==> src/rtl/alu_pkg.sv <==
// Shared ALU definitions: default datapath width and multiplier FSM encodings.
package alu_pkg;

    localparam int unsigned ALU_N = 32;

    typedef enum logic [1:0] {
        MUL_IDLE = 2'd0,
        MUL_RUN  = 2'd1,
        MUL_DONE = 2'd2
    } mul_state_t;

endpackage

==> src/rtl/seq_mul_neg2n.sv <==
// Combinational conditional two's complement negate; with neg_i tied to the
// sign bit it yields the unsigned magnitude.
module neg2n #(
    parameter int unsigned W = 32
) (
    input  logic [W-1:0] a_i,
    input  logic         neg_i,
    output logic [W-1:0] y_o
);

    assign y_o = neg_i ? ('0 - a_i) : a_i;

endmodule

==> src/rtl/seq_mul.sv <==
// Multi-cycle shift-add multiplier (signed/unsigned), N iterations per product,
// start/finished handshake shared with the sequential divider.
module seq_mul
    import alu_pkg::*;
#(
    parameter int unsigned N = ALU_N
) (
    input  logic         CLK,
    input  logic         reset,
    input  logic [N-1:0] X,
    input  logic [N-1:0] Y,
    input  logic         signed_op,
    input  logic         start,
    output logic [N-1:0] res,
    output logic [N-1:0] high,
    output logic         busy,
    output logic         finished
);

    localparam int unsigned CW = $clog2(N + 1);

    mul_state_t      state_q, state_d;
    logic [N-1:0]    mcand_q, mcand_d;
    logic [N-1:0]    mplier_q, mplier_d;
    logic [2*N-1:0]  p_q, p_d;
    logic [CW-1:0]   cnt_q, cnt_d;
    logic            neg_q, neg_d;
    logic [N-1:0]    res_q, res_d;
    logic [N-1:0]    high_q, high_d;
    logic            busy_q, busy_d;
    logic            fin_q, fin_d;

    logic [N-1:0]    x_mag, y_mag;
    logic [N-1:0]    addend;
    logic [N:0]      sum;
    logic [2*N-1:0]  p_shift;
    logic [2*N-1:0]  prod_fin;

    neg2n #(.W(N)) u_neg_x (
        .a_i   (X),
        .neg_i (signed_op & X[N-1]),
        .y_o   (x_mag)
    );

    neg2n #(.W(N)) u_neg_y (
        .a_i   (Y),
        .neg_i (signed_op & Y[N-1]),
        .y_o   (y_mag)
    );

    // One shift-add step: add into the upper half with carry, then shift
    // {carry,P} right by one (P[0] falls off as the multiplier bit retires).
    assign addend  = mplier_q[0] ? mcand_q : '0;
    assign sum     = {1'b0, p_q[2*N-1:N]} + {1'b0, addend};
    assign p_shift = {sum, p_q[N-1:1]};

    neg2n #(.W(2*N)) u_neg_p (
        .a_i   (p_shift),
        .neg_i (neg_q),
        .y_o   (prod_fin)
    );

    always_comb begin
        state_d  = state_q;
        mcand_d  = mcand_q;
        mplier_d = mplier_q;
        p_d      = p_q;
        cnt_d    = cnt_q;
        neg_d    = neg_q;
        res_d    = res_q;
        high_d   = high_q;
        busy_d   = busy_q;
        fin_d    = fin_q;

        if (start) begin
            state_d  = MUL_RUN;
            mcand_d  = x_mag;
            mplier_d = y_mag;
            p_d      = '0;
            cnt_d    = CW'(N);
            neg_d    = signed_op & (X[N-1] ^ Y[N-1]);
            busy_d   = 1'b1;
            fin_d    = 1'b0;
        end else begin
            case (state_q)
                MUL_RUN: begin
                    p_d      = p_shift;
                    mplier_d = {1'b0, mplier_q[N-1:1]};
                    cnt_d    = cnt_q - CW'(1);
                    if (cnt_q == CW'(1)) begin
                        {high_d, res_d} = prod_fin;
                        busy_d          = 1'b0;
                        fin_d           = 1'b1;
                        state_d         = MUL_DONE;
                    end
                end
                MUL_DONE: begin
                    fin_d   = 1'b0;
                    state_d = MUL_IDLE;
                end
                default: state_d = MUL_IDLE;
            endcase
        end
    end

    always_ff @(posedge CLK or posedge reset) begin
        if (reset) begin
            state_q  <= MUL_IDLE;
            mcand_q  <= '0;
            mplier_q <= '0;
            p_q      <= '0;
            cnt_q    <= '0;
            neg_q    <= 1'b0;
            res_q    <= '0;
            high_q   <= '0;
            busy_q   <= 1'b0;
            fin_q    <= 1'b0;
        end else begin
            state_q  <= state_d;
            mcand_q  <= mcand_d;
            mplier_q <= mplier_d;
            p_q      <= p_d;
            cnt_q    <= cnt_d;
            neg_q    <= neg_d;
            res_q    <= res_d;
            high_q   <= high_d;
            busy_q   <= busy_d;
            fin_q    <= fin_d;
        end
    end

    assign res      = res_q;
    assign high     = high_q;
    assign busy     = busy_q;
    assign finished = fin_q;

endmodule
==> config.mk <==
export PLATFORM = sky130hd
export DESIGN_NAME = seq_mul
export DESIGN_NICKNAME = d
export VERILOG_FILES = /design/src/rtl/alu_pkg.sv /design/src/rtl/seq_mul_neg2n.sv /design/src/rtl/seq_mul.sv
export SDC_FILE = /design/constraint.sdc
export NUM_CORES = 1
export LEC_CHECK = 0
export CORE_ASPECT_RATIO = 0.75
export CORE_MARGIN = 1
export CORE_UTILIZATION = 40
export CTS_BUF_LIST = sky130_fd_sc_hd__clkbuf_4 sky130_fd_sc_hd__clkbuf_8
export CTS_CLUSTER_DIAMETER = 60
export CTS_CLUSTER_SIZE = 30
export DETAILED_ROUTE_END_ITERATION = 7
export MAX_ROUTING_LAYER = met4
export PLACE_DENSITY_LB_ADDON = 0.1
export SETUP_SLACK_MARGIN = 0.1
export SLEW_MARGIN = 20
export SYNTH_ARGS = -nofsm -noshare
export SYNTH_HDL_FRONTEND = slang
export SYNTH_SLANG_ARGS = --single-unit
==> constraint.sdc <==
create_clock -name CLK -period 5.5 [get_ports CLK]
set_input_delay 0.55 -clock CLK [delete_from_list [all_inputs] [get_ports CLK]]
set_output_delay 0.55 -clock CLK [all_outputs]
set_load 0.03 [all_outputs]
Word level (Yosys, flattened, before mapping)
Cells that the tools add are included.
{"block": "classes", "n_bitwise": 5, "n_reduce_logical": 6, "n_addsub": 5, "n_eq_ne": 4, "mux": 19}
{"operator": "$mux 64", "n": 3}
{"operator": "$mux 32", "n": 5}
{"operator": "$sub 1x32->32 const A", "n": 2}
{"operator": "$sub 1x64->64 const A", "n": 1}
{"operator": "$add 32x32->33", "n": 1}
{"operator": "$mux 6", "n": 2}
{"operator": "$eq 6x1->1 const B", "n": 1}
{"operator": "$mux 2", "n": 3}
{"operator": "$sub 6x1->6 const B", "n": 1}
{"operator": "$mux 1", "n": 5}
{"operator": "$reduce_and 2->1", "n": 2}
{"operator": "$reduce_bool 2->1", "n": 2}
{"operator": "$and 1x1->1", "n": 3}
{"operator": "$ne 3x3->1 const B", "n": 1}
{"operator": "$reduce_and 3->1", "n": 1}
{"operator": "$reduce_bool 3->1", "n": 1}
{"operator": "$eq 2x1->1 const B", "n": 1}
{"operator": "$eq 2x2->1 const B", "n": 1}
{"operator": "$pmux 1 s2", "n": 1}
{"operator": "$not 1->1", "n": 1}
{"operator": "$xor 1x1->1", "n": 1}
{"block": "totals", "register_bits": 203, "out_inout_bits": 66, "input_bits": 68}

Longest topological paths before layout
Gate-level depths: netlist of run 1.
{"block": "depth", "ltp_word": 4, "mapped_depth": 15}

Modules after synthesis
Synthesis of run 1 repeated with hierarchy kept, for this count alone.
{"block": "unflattened", "hier_cells": 1501, "area_unflattened_um2": 13121.3}
{"mod": "seq_mul", "seq_area_each_um2": 5054.8, "n_inst": 1, "area_per_inst_um2": 10048.4, "cells_each": 1076}
{"mod": "neg2n (u_neg_p)", "seq_area_each_um2": 0.0, "n_inst": 1, "area_per_inst_um2": 1539.0, "cells_each": 209}
{"mod": "neg2n (u_neg_x ...)", "seq_area_each_um2": 0.0, "n_inst": 2, "area_per_inst_um2": 767.0, "cells_each": 108}

Worst setup path before layout of run 1
Ideal clock, no wire load.
{"block": "synth_timing", "path_kind": "flip-flop to flip-flop", "from": "register mplier_q[0]", "to": "register high_q[28], in the netlist high[28]", "t_arrival_ns": 3.722, "path_stages_with_launch": 15, "setup_slack_ns": 1.648, "t_required_ns": 5.369, "path_buffers": 1, "synth_period_minus_slack_ns": 3.852, "setup_ns": 0.131, "cell_sequence": "dfrtp_1 > clkbuf_1 > and2_1 > ha_1 > fa_1 > a211oi_4 > o21ai_2 > a221oi_4 > xor2_1 > o21ai_2 > nor4b_4 > nand4bb_1 > o41ai_2 > xnor2_1 > o21ai_1"}
{"block": "synth_between", "elab_chain_len": 4}
{"item": "start, declared", "line": "seq_mul.sv:24", "text": "logic [N-1:0] mplier_q, mplier_d;"}
{"item": "start signal, assigned", "line": "seq_mul.sv:121", "text": "mplier_q <= mplier_d;"}
{"item": "$mux 32 (*)", "line": "seq_mul.sv:53", "text": "assign addend = mplier_q[0] ? mcand_q : '0;"}
{"item": "$add 32x32->33 (*)", "line": "seq_mul.sv:54", "text": "assign sum = {1'b0, p_q[2*N-1:N]} + {1'b0, addend};"}
{"item": "$sub 1x64->64", "line": "seq_mul_neg2n.sv:11", "text": "assign y_o = neg_i ? ('0 - a_i) : a_i;"}
{"item": "$mux 64 (*)", "line": "seq_mul_neg2n.sv:11"}
{"item": "end signal, assigned", "line": "seq_mul.sv:126", "text": "high_q <= high_d;"}
{"item": "end, declared", "line": "seq_mul.sv:29", "text": "logic [N-1:0] high_q, high_d;"}
Every way passes the cells marked *; elsewhere a longest branch is shown, timed or not.
A chain may end at the register's enable or synchronous reset.

Worst setup path in the final report of run 1
Same ends and word-level chain as after synthesis.

==> results.yml, run 1 <==
sta:
  period_share_pct: 83.18
  tightest_slew_ns: 0.9081
  rsz0062_at_grt: "no"
  fmax_mhz: 218.6
  setup_viol: 0
  slew_violations: 0
  finClkSkew_ns: 0.04290
  hold_violations: 0
  slew-limit-headroom_pct: 39.46
  final.min_clock_period_ns: 4.575
  fin_setup_tns_ns: 0
power_and_ir_drop:
  power.density_nw_per_um2: 395.2
  ir_drop_v: 0.0001393
  p_leak_nw: 6.066
critical_path:
  crit_top_cell: "o21ai_2"
  path_max_fanout: 33
  reg2regPathDepth: 13
  path_cells: "and2_1, ha_1, fa_1, a211oi_4, o21ai_2, a221oi_4, xor2_1, o21ai_2, nor4b_4, nand4bb_1, o41ai_2, xnor2_1, o21ai_1"
  crit_family: "compound AO/OA/AOI/OAI gates"
  cp-start-kind: "flop"
  cpMaxStageDelayCell: "dfrtp_1"
  rr_startpoint: "mplier_q[0]$_DFFE_PP0N_"
  r2r_slack_ns: 0.93
  criticalPathCategory: "reg -> reg"
  cp_num_buf_inv: 0
  cp.required_ns: 5.93
  cpPeakStageDelay_ns: 0.71
  cp_num_cells: 13
  r2r_end: "high[28]$_DFFE_PP0P_"
  endpoint_kind: "flop"
  arrival_ns: 5.00
drt:
  drtPass1Iterations: 5
  antenna_left: 0
  dr_total_vias: 10530
  wirelength_um: 33970
  wl_per_cell_um: 17.19
  drc: 0
  dr.first_iter.drc_count: 782
  vias_per_cell: 5.329
yosys:
  synthesis.area_um2: 12720
  synth_fp_nets: 1593
  synth_common_cells: "258 x nand2_1, 202 x dfrtp_1, 148 x a21oi_1"
  ys_seq_elements: 202
  synth_edf_count: 0
  synthArstFlopShare_pct: 100.0
  synthMostInstantiatedCell: "nand2_1"
  synth_top_area_share_pct: 39.75
  ys.flop_type: "dfrtp_1"
  synth_area_per_cell_um2: 8.552
  yosys_warnings: 0
  synth_top_area_cell: "dfrtp_1"
  synthCells: 1487
  synth_cell_types: 75
  synthTopCellsByArea: "dfrtp_1 40%, nand2_1 7.6%, xor2_1 6.0%"
  synth.yosys.seq_area_share_pct: 39.75
clocking:
  clkTransAtPathRegs_ns: 0.13
  clock_sinks: 202
  cts_setup_buffers: 0
  hold_buffers: 0
  clk-insertion-delay-late_ns: 0.56
  root_buffer: "clkbuf_8"
  cts_tree: "built"
  cts_resized: 0
  htreeDepth: 1
  cts_buffer_depth: 3
  numCtsBuffers: 17
die:
  fp.dieArea_um2: 32520
  boundaryPins: 134
  die_h_um: 156.4
  start_util_pct: 40.70
  die_w_um: 207.9
  rows: 56
  coreArea_um2: 31250
placement:
  portBuffers: 133
  dpl.hpwl_um: 24890
  gp_congestion: 0.9278
global_route:
  grt_pass1_vias: 9899
  gr-total-overflow: 0
  antenna_found_initial: 0
  grt_usage_pct: 21.81
  grt_first_pass_wirelength_um: 55500
  grt_max_degree: 105
cells_and_area:
  drive_gt1_share_pct: 5.032
  layout.nets: 1667
  area_delta_synth_final_pct: 15.58
  final_util_pct: 47.04
  antenna_cells: 0
outcome:
  status: "completed"
run:
  max_cap_viol_count: 0
min_path:
  hold_path_class: "in -> async"
==> metal layers <==
metal / GRT usage [%] / vias up / share of wire (%)
li1: - / 5369 / -
met1: 35.46 / 4903 / 57
met2: 27.92 / 236 / 37
met3: 3.512 / 23 / 5.4
met4: 2.822 / 0 / 0.97
met5: - / - / 0
==> metrics by stage <==
stage | power, W | cells | cell area, um^2 | hold WS [ns] | setup WS [ns]
2_1_floorplan | 0.003951 | 1487 | 12720 | 0.4625 | 1.648
3_3_place_gp | 0.004839 | 1948 | 14330 | 0.4624 | 1.094
3_5_place_dp | 0.004872 | 1948 | 14330 | 0.4697 | 0.9271
4_1_cts | 0.005836 | 1976 | 14700 | 0.2059 | 0.9138
5_1_grt | 0.006225 | 1976 | 14700 | 0.2197 | 0.5644
6_report | 0.005809 | 1976 | 14700 | 0.2255 | 0.9250
==> cell families after synthesis <==
kind of cell	share of synthesized area, %
XOR/XNOR	10.32
AND/OR/NAND/NOR	19.64
AO/OA/AOI/OAI	20.38
flip-flops	39.75
buffers and inverters	3.345
multiplexers	2.775
adder cells (fa/ha/maj)	3.798
==> flip-flops by register name, indices dropped and copies added, names as in the netlist <==
register	cells
res	32
p_q	63
state_q	2
neg_q	1
finished	1
mcand_q	32
busy	1
high	32
mplier_q	32
cnt_q	6
==> worst max-delay path by stage <==
stage | from | endpoint | slack, ns
2_1_floorplan | mplier_q[0]$_DFFE_PP0N_ | high[28]$_DFFE_PP0P_ | 1.65
3_3_place_gp | mplier_q[0]$_DFFE_PP0N_ | high[30]$_DFFE_PP0P_ | 1.09
3_5_place_dp | mplier_q[0]$_DFFE_PP0N_ | high[30]$_DFFE_PP0P_ | 0.93
4_1_cts | mplier_q[0]$_DFFE_PP0N_ | high[28]$_DFFE_PP0P_ | 0.91
5_1_grt | mplier_q[0]$_DFFE_PP0N_ | high[25]$_DFFE_PP0P_ | 0.56
6_report | mplier_q[0]$_DFFE_PP0N_ | high[28]$_DFFE_PP0P_ | 0.93
==> worst reg2reg max path, delay by kind of cell, from the launching register on <==
family	cells	cell delay [ns]
AOI/OAI and AO/OA	6	1.54
and+or+nand+nor	3	1.07
DFF	1	0.71
adders and majority gates	2	0.69
xor gates and xnor gates	2	0.47
==> area by class of cell <==
type / instances / area, um^2
clock buffers: 20 / 269.0
multi-input cells: 1175 / 7264
flip-flops and latches: 202 / 5055
fillers: 3114 / 16550
clock inverters: 8 / 96.34
repair buffers: 143 / 1420
well taps: 406 / 508.0
inverters: 22 / 86.33
==> placed cells by master (no fill, tap or decap), types with 4 or more instances in the layout <==
cell type and n:
nor3_1 16, o21ai_1 16, clkdlybuf4s50_1 132, inv_1 21, clkbuf_8 19, ha_1 37
a211oi_1 13, nand2b_1 8, nor4_1 15, nand4b_1 4, or4_1 13, o21ai_0 139
and3_1 7, nand3_1 11, dfrtp_1 202, o31ai_1 31, nand2_1 258, or3_1 11
xor2_1 87, a21oi_1 148, a21o_1 9, o21bai_1 5, nor2_1 97, nand4_1 5
mux2i_1 33, o41ai_1 14, xnor2_1 61, o21a_1 5, o211ai_1 10, and2_1 42
a31oi_1 7, buf_4 9, or2_2 4
==> power breakdown <==
group	internal (W)	leakage, nW	total (W)	switching [W]
Clock	0.000359	0.183	0.000941	0.000582
Sequential	0.00178	2.62	0.00201	0.000232
Combinational	0.00108	3.27	0.00286	0.00178
(Power assumes the default switching activity.)
==> run 2: changes to the inputs <==
- clock period: 5.5 -> 4.79 ns (I/O delays scaled with it)
==> run 2 against run 1 <==
  * Fmax increased by 6.3%
  * Core utilization rose by 0.53 points
  * Sequential share of layout area shrank 0.38 points
  * Die area stayed put
  * Critical path type unchanged
  * Largest power group unchanged
  * Highest routed layer unchanged
==> results.yml, run 2 (same netlist as run 1, synthesis figures left out) <==
cells_and_area:
  layout_commonest_cell: "nand2_1"
  fill_cells: 3066
  largest_reg_flops: 63
  antenna_cells: 0
  layoutNonFillerInstCount: 1991
  layout.nets: 1676
  area_delta_synth_final_pct: 16.89
  drive_gt1_share_pct: 5.931
  final_cell_mix: "258 x nand2_1, 202 x dfrtp_1, 148 x a21oi_1"
  largest-register: "p_q"
clocking:
  cts_tree: "built"
  cts_resized: 0
  htreeDepth: 1
  cts_setup_buffers: 0
  clk-insertion-delay-late_ns: 0.57
  hold_buffers: 0
  clkTransAtPathRegs_ns: 0.11
  cts_buffer_depth: 3
  numCtsBuffers: 21
  clock_sinks: 202
  root_buffer: "clkbuf_8"
global_route:
  grt_max_degree: 108
  grtUsageMet2_pct: 27.20
  grt_first_pass_wirelength_um: 55500
  antenna_found_initial: 0
  met1_usage_pct: 35.79
  grt_busiest_layer: "met1"
  grt_pass1_vias: 9918
  gr-total-overflow: 0
  globalRouteMet3Util_pct: 2.930
  grt_usage_pct: 21.66
run:
  max_cap_viol_count: 0
drt:
  dr.first_iter.drc_count: 647
  drc: 0
  drtPass1Iterations: 5
  wl_per_cell_um: 17.13
  antenna_left: 0
  vias_per_cell: 5.382
  wirelength_um: 34100
  dr_total_vias: 10720
placement:
  portBuffers: 133
  gp_congestion: 0.8866
  dpl.hpwl_um: 24880
  place_inst: 1953
die:
  die_h_um: 156.4
  boundaryPins: 134
  rows: 56
  start_util_pct: 40.70
  coreArea_um2: 31250
  fp.dieArea_um2: 32520
  die_w_um: 207.9
sta:
  final.min_clock_period_ns: 4.305
  period_share_pct: 89.88
  tightest_slew_ns: 0.9937
  slew_violations: 0
  fmax_mhz: 232.3
  rsz0062_at_grt: "no"
  setup_viol: 0
  slew-limit-headroom_pct: 33.76
  finClkSkew_ns: 0.02601
  fin_setup_tns_ns: 0
  hold_violations: 0
power_and_ir_drop:
  fin_total_pwr_w: 0.006926
  ir_drop_v: 0.0002008
  power.density_nw_per_um2: 465.9
  p_leak_nw: 6.154
min_path:
  hold_path_class: "in -> async"
critical_path:
  crit_top_cell: "o21ai_2"
  cpMaxStageDelayCell: "fa_1"
  cp_num_buf_inv: 1
  endpoint_kind: "flop"
  rr_startpoint: "mplier_q[0]$_DFFE_PP0N_"
  reg2regPathDepth: 13
  criticalPathCategory: "reg -> reg"
  path_cells: "buf_4, and2_1, fa_1, a211oi_4, o21ai_2, a221oi_4, xor2_1, o21ai_2, nor4b_4, nand4bb_1, o41ai_2, xnor2_1, o21ai_1"
  arrival_ns: 4.72
  r2r_end: "high[30]$_DFFE_PP0P_"
  cp-start-kind: "flop"
  cp.required_ns: 5.21
  r2r_slack_ns: 0.48
  path_max_fanout: 31
  crit_family: "compound AO/OA/AOI/OAI gates"
  cpPeakStageDelay_ns: 0.51
outcome:
  status: "completed"
[run 2: layout make-up]
cell class | count | area (um^2) | area share, %
multi-input combinational | 1175 | 7264 | 48.87
sequential | 202 | 5055 | 34.00
timing repair buffer | 148 | 1458 | 9.806
tap | 406 | 508.0 | 3.417
clock buffer | 21 | 289.0 | 1.944
clock inverter | 17 | 205.2 | 1.380
inverter | 22 | 86.33 | 0.5808
[run 2: stage by stage]
step / area (um^2) / utilization (%) / worst slack [ns] / hold WS [ns]
after global placement: 14370 / 45.99 / 0.6515 / 0.4608
after global routing: 14870 / 47.57 / 0.2032 / 0.2401
after detailed placement: 14370 / 45.99 / 0.5243 / 0.4699
final: 14870 / 47.57 / 0.4850 / 0.2454
after CTS: 14870 / 47.57 / 0.4895 / 0.2230
after floorplan: 12720 / - / 0.9375 / 0.4625
[run 2: power by group]
group	total, W	leakage [nW]	internal, W	switching [W]
sequential	0.00230	2.62	0.00204	0.000256
combinational	0.00332	3.29	0.00126	0.00206
clock	0.00131	0.247	0.000536	0.000773
total	0.00693	6.15	0.00383	0.00309
[run 2: worst max path at each step]
stage / endpoint / depth (start not counted) / startpoint / slack, ns
floorplan: high[28]$_DFFE_PP0P_ / 14 / mplier_q[0]$_DFFE_PP0N_ / 0.94
global placement: high[28]$_DFFE_PP0P_ / 13 / mplier_q[0]$_DFFE_PP0N_ / 0.65
detailed placement: high[30]$_DFFE_PP0P_ / 13 / mplier_q[0]$_DFFE_PP0N_ / 0.52
CTS: high[30]$_DFFE_PP0P_ / 13 / mplier_q[0]$_DFFE_PP0N_ / 0.49
global route: high[31]$_DFFE_PP0P_ / 13 / mplier_q[0]$_DFFE_PP0N_ / 0.20
finish: high[30]$_DFFE_PP0P_ / 13 / mplier_q[0]$_DFFE_PP0N_ / 0.48
[run 2: per-layer routing]
layer	vias up	share of wire (%)
met1	5033	57
met2	271	37
met5	-	0
li1	5385	-
met4	0	1.2
met3	26	5.3
